<file path="src/rtl/sram_a_loader_pkg.sv">
// Shared LeNet constants and types used by the SRAM A loader and its address map.
package sram_a_loader_pkg;

  localparam int IMG_W      = 28;
  localparam int IMG_H      = 28;
  localparam int NUM_BANK_A = 9;
  localparam int ADDR_W     = 10;

  typedef enum logic [1:0] {
    IDLE = 2'd0,
    LOAD = 2'd1,
    DONE = 2'd2
  } load_state_e;

  // Words per bank row: each bank word covers a 2x2 pixel block, banks tile 3 blocks wide.
  function automatic int words_per_row(input int img_w);
    return (img_w + 5) / 6;
  endfunction

endpackage

</file>
<file path="src/rtl/sram_a_addr_map.sv">
// Pixel (r,c) to A-bank location: 2x2 blocks become byte lanes, blocks tile over a 3x3 bank grid.
module sram_a_addr_map
  import sram_a_loader_pkg::*;
#(
  parameter int IMG_W = sram_a_loader_pkg::IMG_W,
  parameter int R_W   = 5,
  parameter int C_W   = 5
) (
  input  logic [R_W-1:0]    r,
  input  logic [C_W-1:0]    c,
  output logic [3:0]        bank,
  output logic [ADDR_W-1:0] addr,
  output logic [1:0]        lane
);

  logic [15:0] br;
  logic [15:0] bc;

  always_comb begin
    br   = 16'(r >> 1);
    bc   = 16'(c >> 1);
    bank = 4'((br % 16'd3) * 16'd3 + (bc % 16'd3));
    addr = ADDR_W'((br / 16'd3) * 16'(words_per_row(IMG_W)) + (bc / 16'd3));
    lane = {r[0], c[0]};
  end

endmodule

</file>
<file path="src/rtl/sram_a_loader.sv">
// Streams one raster-order image from the host into the nine A SRAM banks,
// one byte write per accepted pixel, presented one cycle after acceptance.
module sram_a_loader
  import sram_a_loader_pkg::*;
#(
  parameter int IMG_W = sram_a_loader_pkg::IMG_W,
  parameter int IMG_H = sram_a_loader_pkg::IMG_H
) (
  input  logic                  clk,
  input  logic                  srst,
  input  logic                  load_start,
  input  logic                  img_valid,
  input  logic [7:0]            img_data,
  output logic                  img_ready,
  output logic                  busy,
  output logic                  load_done,
  output logic [NUM_BANK_A-1:0] sram_write_enable_a,
  output logic [3:0]            sram_bytemask_a,
  output logic [ADDR_W-1:0]     sram_waddr_a,
  output logic [31:0]           sram_wdata_a
);

  localparam int R_W = $clog2(IMG_H);
  localparam int C_W = $clog2(IMG_W);

  load_state_e           state_q, state_d;
  logic [R_W-1:0]        r_q, r_d;
  logic [C_W-1:0]        c_q, c_d;
  logic                  img_ready_q, img_ready_d;
  logic                  busy_q, busy_d;
  logic                  load_done_q, load_done_d;
  logic [NUM_BANK_A-1:0] we_q, we_d;
  logic [3:0]            mask_q, mask_d;
  logic [ADDR_W-1:0]     waddr_q, waddr_d;
  logic [31:0]           wdata_q, wdata_d;

  logic                  accept_s;
  logic                  last_col_s;
  logic                  last_pix_s;
  logic [3:0]            bank_s;
  logic [ADDR_W-1:0]     addr_s;
  logic [1:0]            lane_s;

  sram_a_addr_map #(
    .IMG_W (IMG_W),
    .R_W   (R_W),
    .C_W   (C_W)
  ) u_addr_map (
    .r    (r_q),
    .c    (c_q),
    .bank (bank_s),
    .addr (addr_s),
    .lane (lane_s)
  );

  // Next-state, counter and write-port computation; non-write cycles idle the SRAM bus.
  always_comb begin
    state_d     = state_q;
    r_d         = r_q;
    c_d         = c_q;
    load_done_d = 1'b0;
    we_d        = {NUM_BANK_A{1'b1}};
    mask_d      = 4'hF;
    waddr_d     = {ADDR_W{1'b0}};
    wdata_d     = 32'd0;
    accept_s    = (state_q == LOAD) && img_valid;
    last_col_s  = (c_q == C_W'(IMG_W - 1));
    last_pix_s  = last_col_s && (r_q == R_W'(IMG_H - 1));

    case (state_q)
      IDLE: begin
        if (load_start) begin
          state_d = LOAD;
          r_d     = {R_W{1'b0}};
          c_d     = {C_W{1'b0}};
        end else begin
          state_d = IDLE;
        end
      end
      LOAD: begin
        if (accept_s) begin
          we_d    = ~(NUM_BANK_A'(1) << bank_s);
          mask_d  = ~(4'b0001 << lane_s);
          waddr_d = addr_s;
          wdata_d = 32'(img_data) << {lane_s, 3'b000};
          if (last_col_s) begin
            c_d = {C_W{1'b0}};
            r_d = r_q + R_W'(1);
          end else begin
            c_d = c_q + C_W'(1);
          end
          if (last_pix_s) begin
            state_d = DONE;
          end else begin
            state_d = LOAD;
          end
        end else begin
          state_d = LOAD;
        end
      end
      DONE: begin
        state_d     = IDLE;
        load_done_d = 1'b1;
      end
      default: begin
        state_d = IDLE;
      end
    endcase

    img_ready_d = (state_d == LOAD);
    busy_d      = (state_d != IDLE);
  end

  // State, counters and every host/SRAM-facing output are registered here.
  always_ff @(posedge clk) begin
    if (srst) begin
      state_q     <= IDLE;
      r_q         <= {R_W{1'b0}};
      c_q         <= {C_W{1'b0}};
      img_ready_q <= 1'b0;
      busy_q      <= 1'b0;
      load_done_q <= 1'b0;
      we_q        <= {NUM_BANK_A{1'b1}};
      mask_q      <= 4'hF;
      waddr_q     <= {ADDR_W{1'b0}};
      wdata_q     <= 32'd0;
    end else begin
      state_q     <= state_d;
      r_q         <= r_d;
      c_q         <= c_d;
      img_ready_q <= img_ready_d;
      busy_q      <= busy_d;
      load_done_q <= load_done_d;
      we_q        <= we_d;
      mask_q      <= mask_d;
      waddr_q     <= waddr_d;
      wdata_q     <= wdata_d;
    end
  end

  assign img_ready           = img_ready_q;
  assign busy                = busy_q;
  assign load_done           = load_done_q;
  assign sram_write_enable_a = we_q;
  assign sram_bytemask_a     = mask_q;
  assign sram_waddr_a        = waddr_q;
  assign sram_wdata_a        = wdata_q;

endmodule

</file>
<file path="config.mk">
export PLATFORM = sky130hd
export DESIGN_NAME = sram_a_loader
export DESIGN_NICKNAME = d
export VERILOG_FILES = /design/src/rtl/sram_a_loader_pkg.sv /design/src/rtl/sram_a_addr_map.sv /design/src/rtl/sram_a_loader.sv
export SDC_FILE = /design/constraint.sdc
export NUM_CORES = 1
export LEC_CHECK = 0
export CAP_MARGIN = 40
export CORE_MARGIN = 4
export CORE_UTILIZATION = 45
export CTS_CLUSTER_DIAMETER = 80
export CTS_CLUSTER_SIZE = 12
export DETAILED_ROUTE_END_ITERATION = 10
export HOLD_SLACK_MARGIN = 0.06
export PLACE_DENSITY = 0.72
export SLEW_MARGIN = 15
export SYNTH_ARGS = -nofsm -noshare
export SYNTH_HDL_FRONTEND = slang
export SYNTH_HIERARCHICAL = 1
export SYNTH_SLANG_ARGS = --single-unit
</file>
<file path="constraint.sdc">
create_clock -name clk -period 10.13 [get_ports clk]
set_input_delay 2.026 -clock clk [delete_from_list [all_inputs] [get_ports clk]]
set_output_delay 2.026 -clock clk [all_outputs]
set_load 0.1 [all_outputs]
</file>
==> results of run 1 <==
[power breakdown]
part           internal [mW]  switching (mW)
clock                  0.138           0.108
sequential             0.278         0.00252
combinational         0.0167          0.0271
[flip-flops by register name (all words and copies together) (netlist names), 2 cells and up]
register,flops
r_q,5
c_q,5
sram_bytemask_a,4
sram_write_enable_a,9
sram_wdata_a,32
state_q,2
sram_waddr_a,10
[cell type report]
| type | count | area share, % |
|---|---|---|
| Timing Repair Buffer | 127 | 32.0 |
| Multi-Input combinational cell | 212 | 31.7 |
| Sequential cell | 70 | 27.9 |
| Tap cell | 96 | 2.39 |
| Clock inverter | 6 | 1.72 |
| Inverter | 23 | 1.72 |
| Clock buffer | 10 | 2.54 |
[metrics by stage]
step | util (%) | worst slack [ns] | power [mW] | hold slack [ns] | area, um2
4_1_cts | 74.0 | 5.34 | 0.576 | 0.602 | 5030
5_1_grt | 74.0 | 4.91 | 0.589 | 0.634 | 5030
2_1_floorplan | - | 5.91 | 0.312 | 0.488 | 3170
3_3_place_gp | 57.3 | 5.66 | 0.322 | 0.569 | 3890
3_5_place_dp | 70.9 | 5.44 | 0.330 | 0.591 | 4810
6_report | 74.0 | 5.33 | 0.571 | 0.600 | 5030
[routing by layer]
layer | global-route usage, % | vias up
met5 | 0 | -
li1 | - | 1344
met1 | 23.6 | 1313
met2 | 37.9 | 82
met4 | 8.42 | 0
met3 | 4.68 | 17
[logic make-up (layout without fill, tap and decap cells)]
logic type,after synthesis,count (layout),synth area share (%)
buffers and inverters,38,166,5.43
other,1,4,0.119
xor gates and xnor gates,8,8,2.22
adders and majority gates,25,25,10.9
DFF,70,70,44.4
and+or+nand+nor,118,118,23.9
muxes,4,4,1.39
AOI/OAI and AO/OA,53,53,11.7
[worst paths after layout]
path                                       end  slack [ns]  cells past startpoint           startpoint
max          sram_write_enable_a[6]$_SDFF_PP1_        5.33                     20  r_q[3]$_SDFFE_PP0P_
max reg2reg  sram_write_enable_a[6]$_SDFF_PP1_        5.33                     20  r_q[3]$_SDFFE_PP0P_
min                        c_q[0]$_SDFFE_PP0P_        0.60                      2  c_q[0]$_SDFFE_PP0P_
min reg2reg                c_q[0]$_SDFFE_PP0P_        0.60                      2  c_q[0]$_SDFFE_PP0P_
[layout by cell type (no fill, tap or decap), drive strengths merged, types with 4 or more instances in the layout]
cell type / count
dfxtp: 70
clkdlybuf4s50: 69
buf: 58
and2: 43
inv: 23
ha: 21
nand2: 13
a21oi: 12
clkbuf: 10
o21ai: 8
nor2b: 7
nor2: 7
nor3: 7
nand4b: 6
nand3: 6
xnor2: 6
nor3b: 6
o211ai: 5
or4: 5
a31oi: 4
nand2b: 4
fa: 4
conb: 4
a211oi: 4
mux2i: 4
[critical path, cell delays in order (launching register included)]
cell	delay, ns
sky130_fd_sc_hd__dfxtp_1	0.45
sky130_fd_sc_hd__nor2b_1	0.39
sky130_fd_sc_hd__ha_1	0.36
sky130_fd_sc_hd__inv_1	0.09
sky130_fd_sc_hd__nand2_1	0.11
sky130_fd_sc_hd__a21oi_2	0.06
sky130_fd_sc_hd__nand2_1	0.09
sky130_fd_sc_hd__o21ai_0	0.12
sky130_fd_sc_hd__ha_1	0.30
sky130_fd_sc_hd__nor3b_2	0.32
sky130_fd_sc_hd__mux2i_1	0.39
sky130_fd_sc_hd__fa_1	0.46
sky130_fd_sc_hd__inv_1	0.07
sky130_fd_sc_hd__ha_1	0.14
sky130_fd_sc_hd__inv_1	0.05
sky130_fd_sc_hd__fa_1	0.38
sky130_fd_sc_hd__xor2_1	0.16
sky130_fd_sc_hd__xnor2_1	0.19
sky130_fd_sc_hd__xnor2_1	0.13
sky130_fd_sc_hd__nor2b_1	0.28
sky130_fd_sc_hd__nand4b_1	0.14
==> flow_summary.html, run 1 <==
<table>
<tr><th>Metric</th><th>Value</th></tr>
<tr><th colspan="2">Worst setup path</th></tr>
<tr><td>Startpoint kind of the worst setup timing path</td><td>register</td></tr>
<tr><td>Data arrival time of the critical path</td><td>roughly 5 ns</td></tr>
<tr><td>Critical Path Sink Type</td><td>register</td></tr>
<tr><td>Worst Path Required</td><td>a little over 10 ns</td></tr>
<tr><td>Worst setup path class</td><td>reg2reg</td></tr>
<tr><td>Largest fanout on the critical path</td><td>8</td></tr>
<tr><th colspan="2">STA</th></tr>
<tr><td>Achievable clock frequency</td><td>208 MHz</td></tr>
<tr><td>Setup Viol. Count Final</td><td>0</td></tr>
<tr><td>Final critical-path required period</td><td>between 4 and 5 ns</td></tr>
<tr><td>Largest clock skew in the final design</td><td>~0.007 ns</td></tr>
<tr><td>RSZ-0062 raised after global routing</td><td>no</td></tr>
<tr><td>Relative slew slack</td><td>around 52%</td></tr>
<tr><td>Total Neg Setup Slack</td><td>0 ns</td></tr>
<tr><td>Actual transition at the worst max-transition pin</td><td>0.710 ns</td></tr>
<tr><td>Portion of the clock cycle consumed by the worst path in the final layout</td><td>between 40% and 50%</td></tr>
<tr><td>Final hold violation count</td><td>0</td></tr>
<tr><td>Pins Over Slew Limit</td><td>0</td></tr>
<tr><th colspan="2">Run status</th></tr>
<tr><td>Outcome</td><td>finished clean</td></tr>
<tr><th colspan="2">Synthesis</th></tr>
<tr><td>Post-synthesis instance area</td><td>between 3000 and 4000 um2</td></tr>
<tr><td>Leading post-synthesis cells by instance count</td><td>sky130_fd_sc_hd__dfxtp_1, sky130_fd_sc_hd__and2_1, sky130_fd_sc_hd__ha_1, sky130_fd_sc_hd__inv_1, sky130_fd_sc_hd__nand2_1</td></tr>
<tr><td>EDFF count, synth</td><td>0</td></tr>
<tr><td>Post-synth top area share</td><td>between 40% and 50%</td></tr>
<tr><td>Ys flop type</td><td>sky130_fd_sc_hd__dfxtp_1</td></tr>
<tr><td>Count of yosys warnings during synthesis</td><td>6</td></tr>
<tr><td>Per-instance average area after synthesis</td><td>between 9 and 10 um2</td></tr>
<tr><td>Most area-hungry cell type in the Yosys netlist</td><td>sky130_fd_sc_hd__dfxtp_1</td></tr>
<tr><td>Library cell with the highest instance count after synthesis</td><td>sky130_fd_sc_hd__dfxtp_1</td></tr>
<tr><td>Number of cells produced by synthesis</td><td>317</td></tr>
<tr><td>Flip-flop and latch count after synthesis</td><td>70</td></tr>
<tr><td>Library cells used by synthesis</td><td>a little under 60</td></tr>
<tr><td>FFs w/ async S/R, synth</td><td>0%</td></tr>
<tr><td>Synth area leaders</td><td>sky130_fd_sc_hd__dfxtp_1, sky130_fd_sc_hd__and2_1, sky130_fd_sc_hd__ha_1, sky130_fd_sc_hd__fa_1, sky130_fd_sc_hd__inv_1</td></tr>
<tr><td>Register area share after synthesis</td><td>44.4%</td></tr>
<tr><th colspan="2">Clocking</th></tr>
<tr><td>CTS tree</td><td>done</td></tr>
<tr><td>H-Tree Level Count</td><td>3</td></tr>
<tr><td>Worst skew pair latency</td><td>approximately 0.35 ns</td></tr>
<tr><td>TritonCTS buffer count</td><td>9</td></tr>
<tr><td>Clock net sink count</td><td>70</td></tr>
<tr><td>Number of buffers on the longest clock path</td><td>2</td></tr>
<tr><td>Hold Buf Count CTS</td><td>0</td></tr>
<tr><td>Clock slew at the register clock pins of the worst setup and hold paths</td><td>roughly 0.070 ns</td></tr>
<tr><td>Post-CTS resize count</td><td>0</td></tr>
<tr><td>Root Buffer Master</td><td>sky130_fd_sc_hd__clkbuf_8</td></tr>
<tr><td>Number of buffers inserted by post-CTS setup repair</td><td>0</td></tr>
<tr><th colspan="2">Global routing</th></tr>
<tr><td>Number of antenna violations at the first check in global routing</td><td>0</td></tr>
<tr><td>Global-route total usage across every layer</td><td>a little over a fifth</td></tr>
<tr><td>Pin count of the biggest net entering global routing</td><td>19</td></tr>
<tr><td>Sum of overflow across all layers after global routing</td><td>0</td></tr>
<tr><td>First-pass GRT wire length</td><td>13.8 mm</td></tr>
<tr><td>Via count of the first global-routing pass</td><td>about 2800</td></tr>
<tr><th colspan="2">Pwr</th></tr>
<tr><td>Maximum vdd drop</td><td>~0.085 mV</td></tr>
<tr><td>Total power density per cell area</td><td>~110 nW/um2</td></tr>
<tr><td>Leakage power</td><td>2.11 nW</td></tr>
<tr><th colspan="2">Die</th></tr>
<tr><td>Horizontal die dimension</td><td>91.8 um</td></tr>
<tr><td>Number of standard-cell rows in the floorplan</td><td>30</td></tr>
<tr><td>Die outline height</td><td>between 90 and 100 um</td></tr>
<tr><td>Full die area</td><td>~8400 um2</td></tr>
<tr><td>Total core area</td><td>just under 7000 um2</td></tr>
<tr><td>Effective utilization at floorplan</td><td>a little under half</td></tr>
<tr><td>Boundary Pins</td><td>70</td></tr>
<tr><th colspan="2">Routing</th></tr>
<tr><td>Sum of routed wire segments on met1</td><td>3.44 mm</td></tr>
<tr><td>Top routing layer in use</td><td>met4</td></tr>
<tr><td>Detailed route wirelength on metal3</td><td>roughly 360 um</td></tr>
<tr><td>Length of routed met2 wiring</td><td>about 4.5 mm</td></tr>
<tr><td>Residual DRC</td><td>0</td></tr>
<tr><td>Via total after detailed routing</td><td>2756</td></tr>
<tr><td>Drt first-iter violations</td><td>approximately 160</td></tr>
<tr><td>Drt via density</td><td>just over 5</td></tr>
<tr><td>Number of nets still failing antenna checks after routing</td><td>0</td></tr>
<tr><td>Post-Route WL</td><td>around 8.5 mm</td></tr>
<tr><td>WL/cell</td><td>around 16 um</td></tr>
<tr><td>Number of detailed-route iterations in the first pass</td><td>5</td></tr>
<tr><th colspan="2">Finish</th></tr>
<tr><td>Sequential cell area</td><td>roughly 1400 um2</td></tr>
<tr><td>Layout cell share with drive strength beyond 1</td><td>around a fifth</td></tr>
<tr><td>Layout overhead on the synthesized area</td><td>59.3%</td></tr>
<tr><td># nets final</td><td>480</td></tr>
<tr><td>Antenna diodes</td><td>0</td></tr>
<tr><td>Area of the multi-input gates</td><td>between 1500 and 2000 um2</td></tr>
<tr><td>Number of standard cells in the layout, taps in and fillers out</td><td>544</td></tr>
<tr><td>Number of filler instances in the final layout</td><td>between 400 and 500</td></tr>
<tr><th colspan="2">Run</th></tr>
<tr><td>Max capacitance violation total</td><td>0</td></tr>
<tr><th colspan="2">Worst hold path</th></tr>
<tr><td>Path category of the worst min-delay check</td><td>reg2reg</td></tr>
<tr><th colspan="2">Placement</th></tr>
<tr><td>Final GP Congestion</td><td>around 0.78</td></tr>
<tr><td>Port bufs</td><td>69</td></tr>
<tr><td>Number of cells after detailed placement</td><td>~530</td></tr>
<tr><td>Detailed Place HPWL</td><td>approximately 6.2 mm</td></tr>
</table>
(Power assumes the default switching activity.)
==> run 2, diff against run 1 <==
--- a/config.mk
+++ b/config.mk
@@ -12,7 +12,7 @@
 export CTS_CLUSTER_SIZE = 12
 export DETAILED_ROUTE_END_ITERATION = 10
 export HOLD_SLACK_MARGIN = 0.06
-export PLACE_DENSITY = 0.72
+export PLACE_DENSITY = 0.75
 export SLEW_MARGIN = 15
 export SYNTH_ARGS = -nofsm -noshare
 export SYNTH_HDL_FRONTEND = slang
==> constraint.sdc (replaced) <==
create_clock -name clk -period 4.1 [get_ports clk]
set_input_delay 0.82 -clock clk [delete_from_list [all_inputs] [get_ports clk]]
set_output_delay 0.82 -clock clk [all_outputs]
set_load 0.1 [all_outputs]
==> run 2 against run 1 <==
Against the previous run:
- the flow now finishes with violations (setup timing)
- fmax up 15%
- flip-flop and latch count unchanged
- clock power grew to 2.6 times the previous value
- sequential power rose by 150%
- combinational power increased to 2.5 times the previous value
- via count up 5.5%
- core utilization rose by 6.3 points
- final area rose by 8.5%
- register-to-register slack got worse by 5.4 ns
- first-iteration DRC count fell by 41%
- critical path depth down 1
- critical path type unchanged
- largest cell class unchanged
- largest power group unchanged
==> flow_summary.html, run 2 (synthesis results as in run 1) <==
<table>
<tr><th>Metric</th><th>Value</th></tr>
<tr><th colspan="2">Worst setup path</th></tr>
<tr><td>Highest-delay cell along the critical path</td><td>sky130_fd_sc_hd__fa_1</td></tr>
<tr><td>Largest fanout on the critical path</td><td>6</td></tr>
<tr><td>Maximum cell stage delay along the critical path</td><td>roughly 0.47 ns</td></tr>
<tr><td>Worst-path cell chain</td><td>nand2b_4, inv_2, ha_4, a21boi_2, nor2_2, mux2i_1, ha_2, nor3_2, mux2i_1, fa_1, inv_1, ha_2, inv_2, fa_2, xor2_2, xnor2_2, xnor2_2, nor2b_2, nand4_1</td></tr>
<tr><td>Data arrival time of the critical path</td><td>4.36 ns</td></tr>
<tr><td>Worst setup path class</td><td>reg2reg</td></tr>
<tr><td>Critical Path Sink Type</td><td>register</td></tr>
<tr><td>Worst Path Required</td><td>4.30 ns</td></tr>
<tr><td>Startpoint kind of the worst setup timing path</td><td>register</td></tr>
<tr><th colspan="2">Clocking</th></tr>
<tr><td>Clock slew at the register clock pins of the worst setup and hold paths</td><td>0.08 ns</td></tr>
<tr><td>Hold Buf Count CTS</td><td>0</td></tr>
<tr><td>TritonCTS buffer count</td><td>9</td></tr>
<tr><td>H-Tree Level Count</td><td>3</td></tr>
<tr><td>CTS tree</td><td>done</td></tr>
<tr><td>Clock net sink count</td><td>70</td></tr>
<tr><td>Number of buffers on the longest clock path</td><td>2</td></tr>
<tr><td>Worst skew pair latency</td><td>approximately 0.35 ns</td></tr>
<tr><td>Root Buffer Master</td><td>sky130_fd_sc_hd__clkbuf_8</td></tr>
<tr><th colspan="2">Routing</th></tr>
<tr><td>WL/cell</td><td>between 15 and 20 um</td></tr>
<tr><td>Number of nets still failing antenna checks after routing</td><td>0</td></tr>
<tr><td>Drt first-iter violations</td><td>between 90 and 100</td></tr>
<tr><td>Via total after detailed routing</td><td>about 2900</td></tr>
<tr><td>Residual DRC</td><td>0</td></tr>
<tr><td>Number of detailed-route iterations in the first pass</td><td>4</td></tr>
<tr><td>Drt via density</td><td>roughly 5.1</td></tr>
<tr><td>Post-Route WL</td><td>approximately 10 mm</td></tr>
<tr><th colspan="2">Die</th></tr>
<tr><td>Boundary Pins</td><td>70</td></tr>
<tr><td>Effective utilization at floorplan</td><td>46.5%</td></tr>
<tr><td>Die outline height</td><td>91.8 um</td></tr>
<tr><td>Horizontal die dimension</td><td>91.8 um</td></tr>
<tr><td>Full die area</td><td>8420 um2</td></tr>
<tr><td>Total core area</td><td>between 6000 and 7000 um2</td></tr>
<tr><td>Number of standard-cell rows in the floorplan</td><td>30</td></tr>
<tr><th colspan="2">Pwr</th></tr>
<tr><td>Total power density per cell area</td><td>roughly 260 nW/um2</td></tr>
<tr><td>Leakage power</td><td>2.29 nW</td></tr>
<tr><td>Maximum vdd drop</td><td>about 0.20 mV</td></tr>
<tr><td>Total power</td><td>about 1.4 mW</td></tr>
<tr><th colspan="2">Finish</th></tr>
<tr><td>Layout overhead on the synthesized area</td><td>72.9%</td></tr>
<tr><td>Layout cell share with drive strength beyond 1</td><td>31.4%</td></tr>
<tr><td>Commonest non-fill, non-tap cell in the layout</td><td>sky130_fd_sc_hd__clkdlybuf4s50_1</td></tr>
<tr><td>Non-Filler Cell Area, Final</td><td>about 5500 um2</td></tr>
<tr><td>Most frequent cells in the layout</td><td>sky130_fd_sc_hd__clkdlybuf4s50_1, sky130_fd_sc_hd__dfxtp_1, sky130_fd_sc_hd__buf_8</td></tr>
<tr><td># nets final</td><td>roughly 500</td></tr>
<tr><td>Flip-flop count of the largest register, all copies and words added</td><td>32</td></tr>
<tr><td>Antenna diodes</td><td>0</td></tr>
<tr><td>Number of standard cells in the layout, taps in and fillers out</td><td>571</td></tr>
<tr><td>Final core occ</td><td>between 80% and 90%</td></tr>
<tr><td>Number of filler instances in the final layout</td><td>roughly 340</td></tr>
<tr><th colspan="2">Run</th></tr>
<tr><td>Max capacitance violation total</td><td>0</td></tr>
<tr><th colspan="2">STA</th></tr>
<tr><td>Portion of the clock cycle consumed by the worst path in the final layout</td><td>101%</td></tr>
<tr><td>Total Neg Setup Slack</td><td>-0.201 ns</td></tr>
<tr><td>Actual transition at the worst max-transition pin</td><td>approximately 0.63 ns</td></tr>
<tr><td>Final worst hold slack</td><td>0.609 ns</td></tr>
<tr><td>Pins Over Slew Limit</td><td>0</td></tr>
<tr><td>Achievable clock frequency</td><td>about 240 MHz</td></tr>
<tr><td>RSZ-0062 raised after global routing</td><td>yes</td></tr>
<tr><td>Relative slew slack</td><td>between 50 and 60%</td></tr>
<tr><td>Setup Viol. Count Final</td><td>5</td></tr>
<tr><td>Largest clock skew in the final design</td><td>0.0107 ns</td></tr>
<tr><td>Worst setup margin</td><td>-0.0613 ns</td></tr>
<tr><td>Final hold violation count</td><td>0</td></tr>
<tr><td>Final critical-path required period</td><td>about 4.2 ns</td></tr>
<tr><th colspan="2">Placement</th></tr>
<tr><td>Final GP Congestion</td><td>between 0.8 and 0.9</td></tr>
<tr><td>Number of cells after detailed placement</td><td>around 540</td></tr>
<tr><td>Detailed Place HPWL</td><td>about 6.5 mm</td></tr>
<tr><td>Worst-case setup slack after placement</td><td>-0.141 ns</td></tr>
<tr><td>Total placed instance area</td><td>between 4000 and 5000 um2</td></tr>
<tr><td>Port bufs</td><td>between 60 and 70</td></tr>
<tr><th colspan="2">Worst hold path</th></tr>
<tr><td>Path category of the worst min-delay check</td><td>reg2reg</td></tr>
<tr><th colspan="2">Run status</th></tr>
<tr><td>Failing checks</td><td>setup timing</td></tr>
<tr><td>Outcome</td><td>finished, violations left</td></tr>
<tr><th colspan="2">Global routing</th></tr>
<tr><td>Number of antenna violations at the first check in global routing</td><td>0</td></tr>
<tr><td>Global-route total usage across every layer</td><td>21.1%</td></tr>
<tr><td>Pin count of the biggest net entering global routing</td><td>19</td></tr>
<tr><td>First-pass GRT wire length</td><td>13.7 mm</td></tr>
<tr><td>Via count of the first global-routing pass</td><td>2794</td></tr>
<tr><td>Sum of overflow across all layers after global routing</td><td>0</td></tr>
</table>
-- run 2: changes by cell type in the layout (fill, tap and decap cells not counted), moves of 4 or more --
cell	before	now
sky130_fd_sc_hd__buf_4	0	24
sky130_fd_sc_hd__ha_4	0	4
sky130_fd_sc_hd__dfxtp_1	70	66
sky130_fd_sc_hd__ha_2	0	4
sky130_fd_sc_hd__ha_1	21	13
-- run 2: worst paths after layout --
check,startpoint,end,slack [ns],cells past startpoint
setup / recovery,c_q[3]$_SDFFE_PP0P_,sram_write_enable_a[7]$_SDFF_PP1_,-0.06,19
hold / removal,c_q[0]$_SDFFE_PP0P_,c_q[0]$_SDFFE_PP0P_,0.61,2
setup reg to reg,c_q[3]$_SDFFE_PP0P_,sram_write_enable_a[7]$_SDFF_PP1_,-0.06,19
hold reg to reg,c_q[0]$_SDFFE_PP0P_,c_q[0]$_SDFFE_PP0P_,0.61,2
-- run 2: routing by layer --
layer	routed length, um	vias to the layer above	global-route usage [%]
met5	0	-	0
met3	364	24	4.35
li1	-	1397	-
met1	3670	1405	22.4
met2	5490	82	39.0
met4	359	0	10.5
-- run 2: final cells by class --
| cell class | count | area (um2) | share of cell area (%) |
|---|---|---|---|
| clock buffers | 10 | 128 | 2.34 |
| multi-input cells | 212 | 1780 | 32.6 |
| flip-flops and latches | 70 | 1410 | 25.8 |
| clock inverters | 6 | 95.1 | 1.74 |
| repair buffers | 154 | 1840 | 33.7 |
| well taps | 96 | 120 | 2.20 |
| inverters | 23 | 88.8 | 1.63 |
-- run 2: what timing repair did --
item	4_1_cts	5_1_grt
endpoints found under the hold margin	0	0
pin swaps	0	13
setup buffers	2	10
setup endpoints to repair	6	9
cloned	0	0
resized for setup	4	44
-- run 2: report_power, final --
group | switching, mW | leakage, nW | internal (mW)
clock network | 0.289 | 0.111 | 0.348
logic | 0.0681 | 1.61 | 0.0420
registers | 0.00579 | 0.568 | 0.686
-- run 2: worst max-delay path, delay by kind of cell, from the launching register on --
family                   cells  cell delay, ns
AO/OA/AOI/OAI                1            0.21
XOR/XNOR                     3            0.52
adder cells (fa/ha/maj)      5            1.42
buffers and inverters        3            0.22
flip-flops                   1            0.41
multiplexers                 2            0.47
AND/OR/NAND/NOR              5            0.74
==> run 3, diff against run 2 <==
--- a/config.mk
+++ b/config.mk
@@ -8,6 +8,7 @@
 export CAP_MARGIN = 40
 export CORE_MARGIN = 4
 export CORE_UTILIZATION = 45
+export CTS_BUF_LIST = sky130_fd_sc_hd__clkbuf_2
 export CTS_CLUSTER_DIAMETER = 80
 export CTS_CLUSTER_SIZE = 12
 export DETAILED_ROUTE_END_ITERATION = 10
==> run 3 against run 2 <==
Against the previous run:
- setup slack better by 0.083 ns
- sequential share of layout area up 0.071 points
- wire length down 3.1%
- critical endpoint is now sram_write_enable_a[2]$_SDFF_PP1_
- the flow now finishes without violations
- fmax up 2.0%
- largest cell class unchanged
- combinational power about the same
- via count up 0.86%
- register-to-register slack better by 0.08 ns
==> flow_summary.html, run 3 (synthesis results as in run 1) <==
<table>
<tr><th>Metric</th><th>Value</th></tr>
<tr><th colspan="2">Pwr</th></tr>
<tr><td>Comb power frac</td><td>8.5%</td></tr>
<tr><td>Internal power contribution</td><td>roughly 940 uW</td></tr>
<tr><td>Clock power share</td><td>~38%</td></tr>
<tr><td>Maximum vdd drop</td><td>about 0.16 mV</td></tr>
<tr><td>Switching part of the total power</td><td>between 20% and 30%</td></tr>
<tr><td>Total net switching power</td><td>~360 uW</td></tr>
<tr><td>Fraction of power consumed by sequential logic</td><td>a little over half</td></tr>
<tr><td>Leakage power</td><td>2.29 nW</td></tr>
<tr><td>Total power density per cell area</td><td>238 nW/um2</td></tr>
<tr><th colspan="2">STA</th></tr>
<tr><td>Portion of the clock cycle consumed by the worst path in the final layout</td><td>approximately 100%</td></tr>
<tr><td>Final hold violation count</td><td>0</td></tr>
<tr><td>Setup Viol. Count Final</td><td>0</td></tr>
<tr><td>Largest clock skew in the final design</td><td>between 0.03 and 0.04 ns</td></tr>
<tr><td>Pins Over Slew Limit</td><td>0</td></tr>
<tr><td>Final worst hold slack</td><td>around 0.62 ns</td></tr>
<tr><td>Achievable clock frequency</td><td>between 200 and 250 MHz</td></tr>
<tr><td>RSZ-0062 raised after global routing</td><td>yes</td></tr>
<tr><td>Final critical-path required period</td><td>between 4 and 5 ns</td></tr>
<tr><td>Actual transition at the worst max-transition pin</td><td>~0.66 ns</td></tr>
<tr><td>Relative slew slack</td><td>55.8%</td></tr>
<tr><th colspan="2">Run status</th></tr>
<tr><td>Outcome</td><td>finished clean</td></tr>
<tr><th colspan="2">Die</th></tr>
<tr><td>Total core area</td><td>a little under 7000 um2</td></tr>
<tr><td>Number of standard-cell rows in the floorplan</td><td>30</td></tr>
<tr><td>Boundary Pins</td><td>70</td></tr>
<tr><td>Die outline height</td><td>approximately 92 um</td></tr>
<tr><td>Effective utilization at floorplan</td><td>46.5%</td></tr>
<tr><td>Full die area</td><td>8420 um2</td></tr>
<tr><td>Horizontal die dimension</td><td>91.8 um</td></tr>
<tr><th colspan="2">Clocking</th></tr>
<tr><td>H-Tree Level Count</td><td>3</td></tr>
<tr><td>CTS tree</td><td>done</td></tr>
<tr><td>Clock slew at the register clock pins of the worst setup and hold paths</td><td>about 0.24 ns</td></tr>
<tr><td>Root Buffer Master</td><td>sky130_fd_sc_hd__clkbuf_2</td></tr>
<tr><td>Worst skew pair latency</td><td>roughly 0.53 ns</td></tr>
<tr><td>Number of buffers on the longest clock path</td><td>2</td></tr>
<tr><td>TritonCTS buffer count</td><td>9</td></tr>
<tr><td>Clock net sink count</td><td>70</td></tr>
<tr><th colspan="2">Finish</th></tr>
<tr><td>Number of filler instances in the final layout</td><td>approximately 350</td></tr>
<tr><td>Final core occ</td><td>about four fifths</td></tr>
<tr><td>Antenna diodes</td><td>0</td></tr>
<tr><td>Most frequent cells in the layout</td><td>sky130_fd_sc_hd__clkdlybuf4s50_1, sky130_fd_sc_hd__dfxtp_1, sky130_fd_sc_hd__buf_8</td></tr>
<tr><td>Layout cell share with drive strength beyond 1</td><td>33.0%</td></tr>
<tr><td># nets final</td><td>a little over 500</td></tr>
<tr><td>Commonest non-fill, non-tap cell in the layout</td><td>sky130_fd_sc_hd__clkdlybuf4s50_1</td></tr>
<tr><td>Layout overhead on the synthesized area</td><td>72.4%</td></tr>
<tr><td>Flip-flop count of the largest register, all copies and words added</td><td>32</td></tr>
<tr><th colspan="2">Global routing</th></tr>
<tr><td>Pin count of the biggest net entering global routing</td><td>19</td></tr>
<tr><td>Via count of the first global-routing pass</td><td>around 2800</td></tr>
<tr><td>First-pass GRT wire length</td><td>approximately 13 mm</td></tr>
<tr><td>Global-route total usage across every layer</td><td>between 20% and 30%</td></tr>
<tr><td>Sum of overflow across all layers after global routing</td><td>0</td></tr>
<tr><td>Number of antenna violations at the first check in global routing</td><td>0</td></tr>
<tr><th colspan="2">Routing</th></tr>
<tr><td>Number of nets still failing antenna checks after routing</td><td>0</td></tr>
<tr><td>Number of detailed-route iterations in the first pass</td><td>5</td></tr>
<tr><td>Post-Route WL</td><td>between 9 and 10 mm</td></tr>
<tr><td>Via total after detailed routing</td><td>between 2000 and 3000</td></tr>
<tr><td>Residual DRC</td><td>0</td></tr>
<tr><td>Drt first-iter violations</td><td>approximately 180</td></tr>
<tr><td>WL/cell</td><td>16.6 um</td></tr>
<tr><td>Drt via density</td><td>between 5 and 6</td></tr>
<tr><th colspan="2">Worst setup path</th></tr>
<tr><td>Critical Path Sink Type</td><td>register</td></tr>
<tr><td>Data arrival time of the critical path</td><td>4.52 ns</td></tr>
<tr><td>Worst setup path class</td><td>reg2reg</td></tr>
<tr><td>Largest fanout on the critical path</td><td>4</td></tr>
<tr><td>Worst Path Required</td><td>~4.5 ns</td></tr>
<tr><td>Startpoint kind of the worst setup timing path</td><td>register</td></tr>
<tr><th colspan="2">Placement</th></tr>
<tr><td>Port bufs</td><td>~70</td></tr>
<tr><td>Detailed Place HPWL</td><td>about 6.5 mm</td></tr>
<tr><td>Final GP Congestion</td><td>approximately 0.86</td></tr>
<tr><th colspan="2">Run</th></tr>
<tr><td>Max capacitance violation total</td><td>0</td></tr>
<tr><th colspan="2">Worst hold path</th></tr>
<tr><td>Path category of the worst min-delay check</td><td>reg2reg</td></tr>
</table>
## run 3: worst paths after layout
kind	start	depth (start not counted)	slack (ns)	to
min reg2reg	c_q[0]$_SDFFE_PP0P_	2	0.62	c_q[0]$_SDFFE_PP0P_
min	c_q[0]$_SDFFE_PP0P_	2	0.62	c_q[0]$_SDFFE_PP0P_
max	r_q[3]$_SDFFE_PP0P_	20	0.02	sram_write_enable_a[2]$_SDFF_PP1_
max reg2reg	r_q[3]$_SDFFE_PP0P_	20	0.02	sram_write_enable_a[2]$_SDFF_PP1_
## run 3: layer usage
layer / vias up / share of wire (%) / track usage [%]
li1: 1405 / - / -
met2: 108 / 55 / 36.3
met5: - / 0 / 0
met3: 29 / 4.1 / 4.59
met1: 1391 / 38 / 22.5
met4: 0 / 3.1 / 10.4
## run 3: area by class of cell
class,instances,area [um2],share of cell area [%]
clock buffer,10,50.0,0.920
timing repair buffer,158,1860,34.3
inverter,23,88.8,1.63
tap,96,120,2.21
multi-input combinational,212,1820,33.4
sequential,70,1410,25.9
clock inverter,6,95.1,1.75
## run 3: power groups by stage
stage	registers, mW	clock network, mW	logic, mW
finish	0.694	0.493	0.110
global route	0.696	0.537	0.115
CTS	0.695	0.488	0.109
detailed placement	0.708	0	0.108
global placement	0.708	0	0.0875
floorplan	0.743	0	0.0278
## run 3: stage by stage
step	std cells	cell area [um2]	worst slack, ns	power [mW]	TNS (ns)
2_1_floorplan	320	3170	0.00720	0.771	0
3_3_place_gp	485	4010	0.117	0.795	0
3_5_place_dp	543	4950	-0.141	0.816	-0.365
4_1_cts	562	5130	0.0000795	1.29	0
5_1_grt	575	5440	-0.150	1.35	-0.916
6_report	575	5440	0.0213	1.30	0
## run 3: critical path: stages, from the launching register on
cell and delay (ns):
sky130_fd_sc_hd__dfxtp_2 0.41, sky130_fd_sc_hd__nor2b_4 0.19, sky130_fd_sc_hd__ha_4 0.18, sky130_fd_sc_hd__inv_4 0.04
sky130_fd_sc_hd__ha_4 0.16, sky130_fd_sc_hd__a21oi_4 0.13, sky130_fd_sc_hd__inv_2 0.05, sky130_fd_sc_hd__o21ai_2 0.15
sky130_fd_sc_hd__nor3b_4 0.32, sky130_fd_sc_hd__mux2i_2 0.30, sky130_fd_sc_hd__fa_1 0.46, sky130_fd_sc_hd__inv_1 0.08
sky130_fd_sc_hd__ha_2 0.17, sky130_fd_sc_hd__inv_2 0.04, sky130_fd_sc_hd__fa_2 0.39, sky130_fd_sc_hd__xor2_2 0.19
sky130_fd_sc_hd__xnor2_2 0.15, sky130_fd_sc_hd__xnor2_2 0.17, sky130_fd_sc_hd__nor2b_2 0.20, sky130_fd_sc_hd__buf_4 0.14
sky130_fd_sc_hd__nand2_1 0.05
## run 3: what timing repair did
item / in CTS / in global routing
hold buffers: 0 / 0
pin swaps: 0 / 15
setup buffers: 3 / 13
endpoints found under the setup margin: 6 / 9
gates resized for setup: 4 / 49
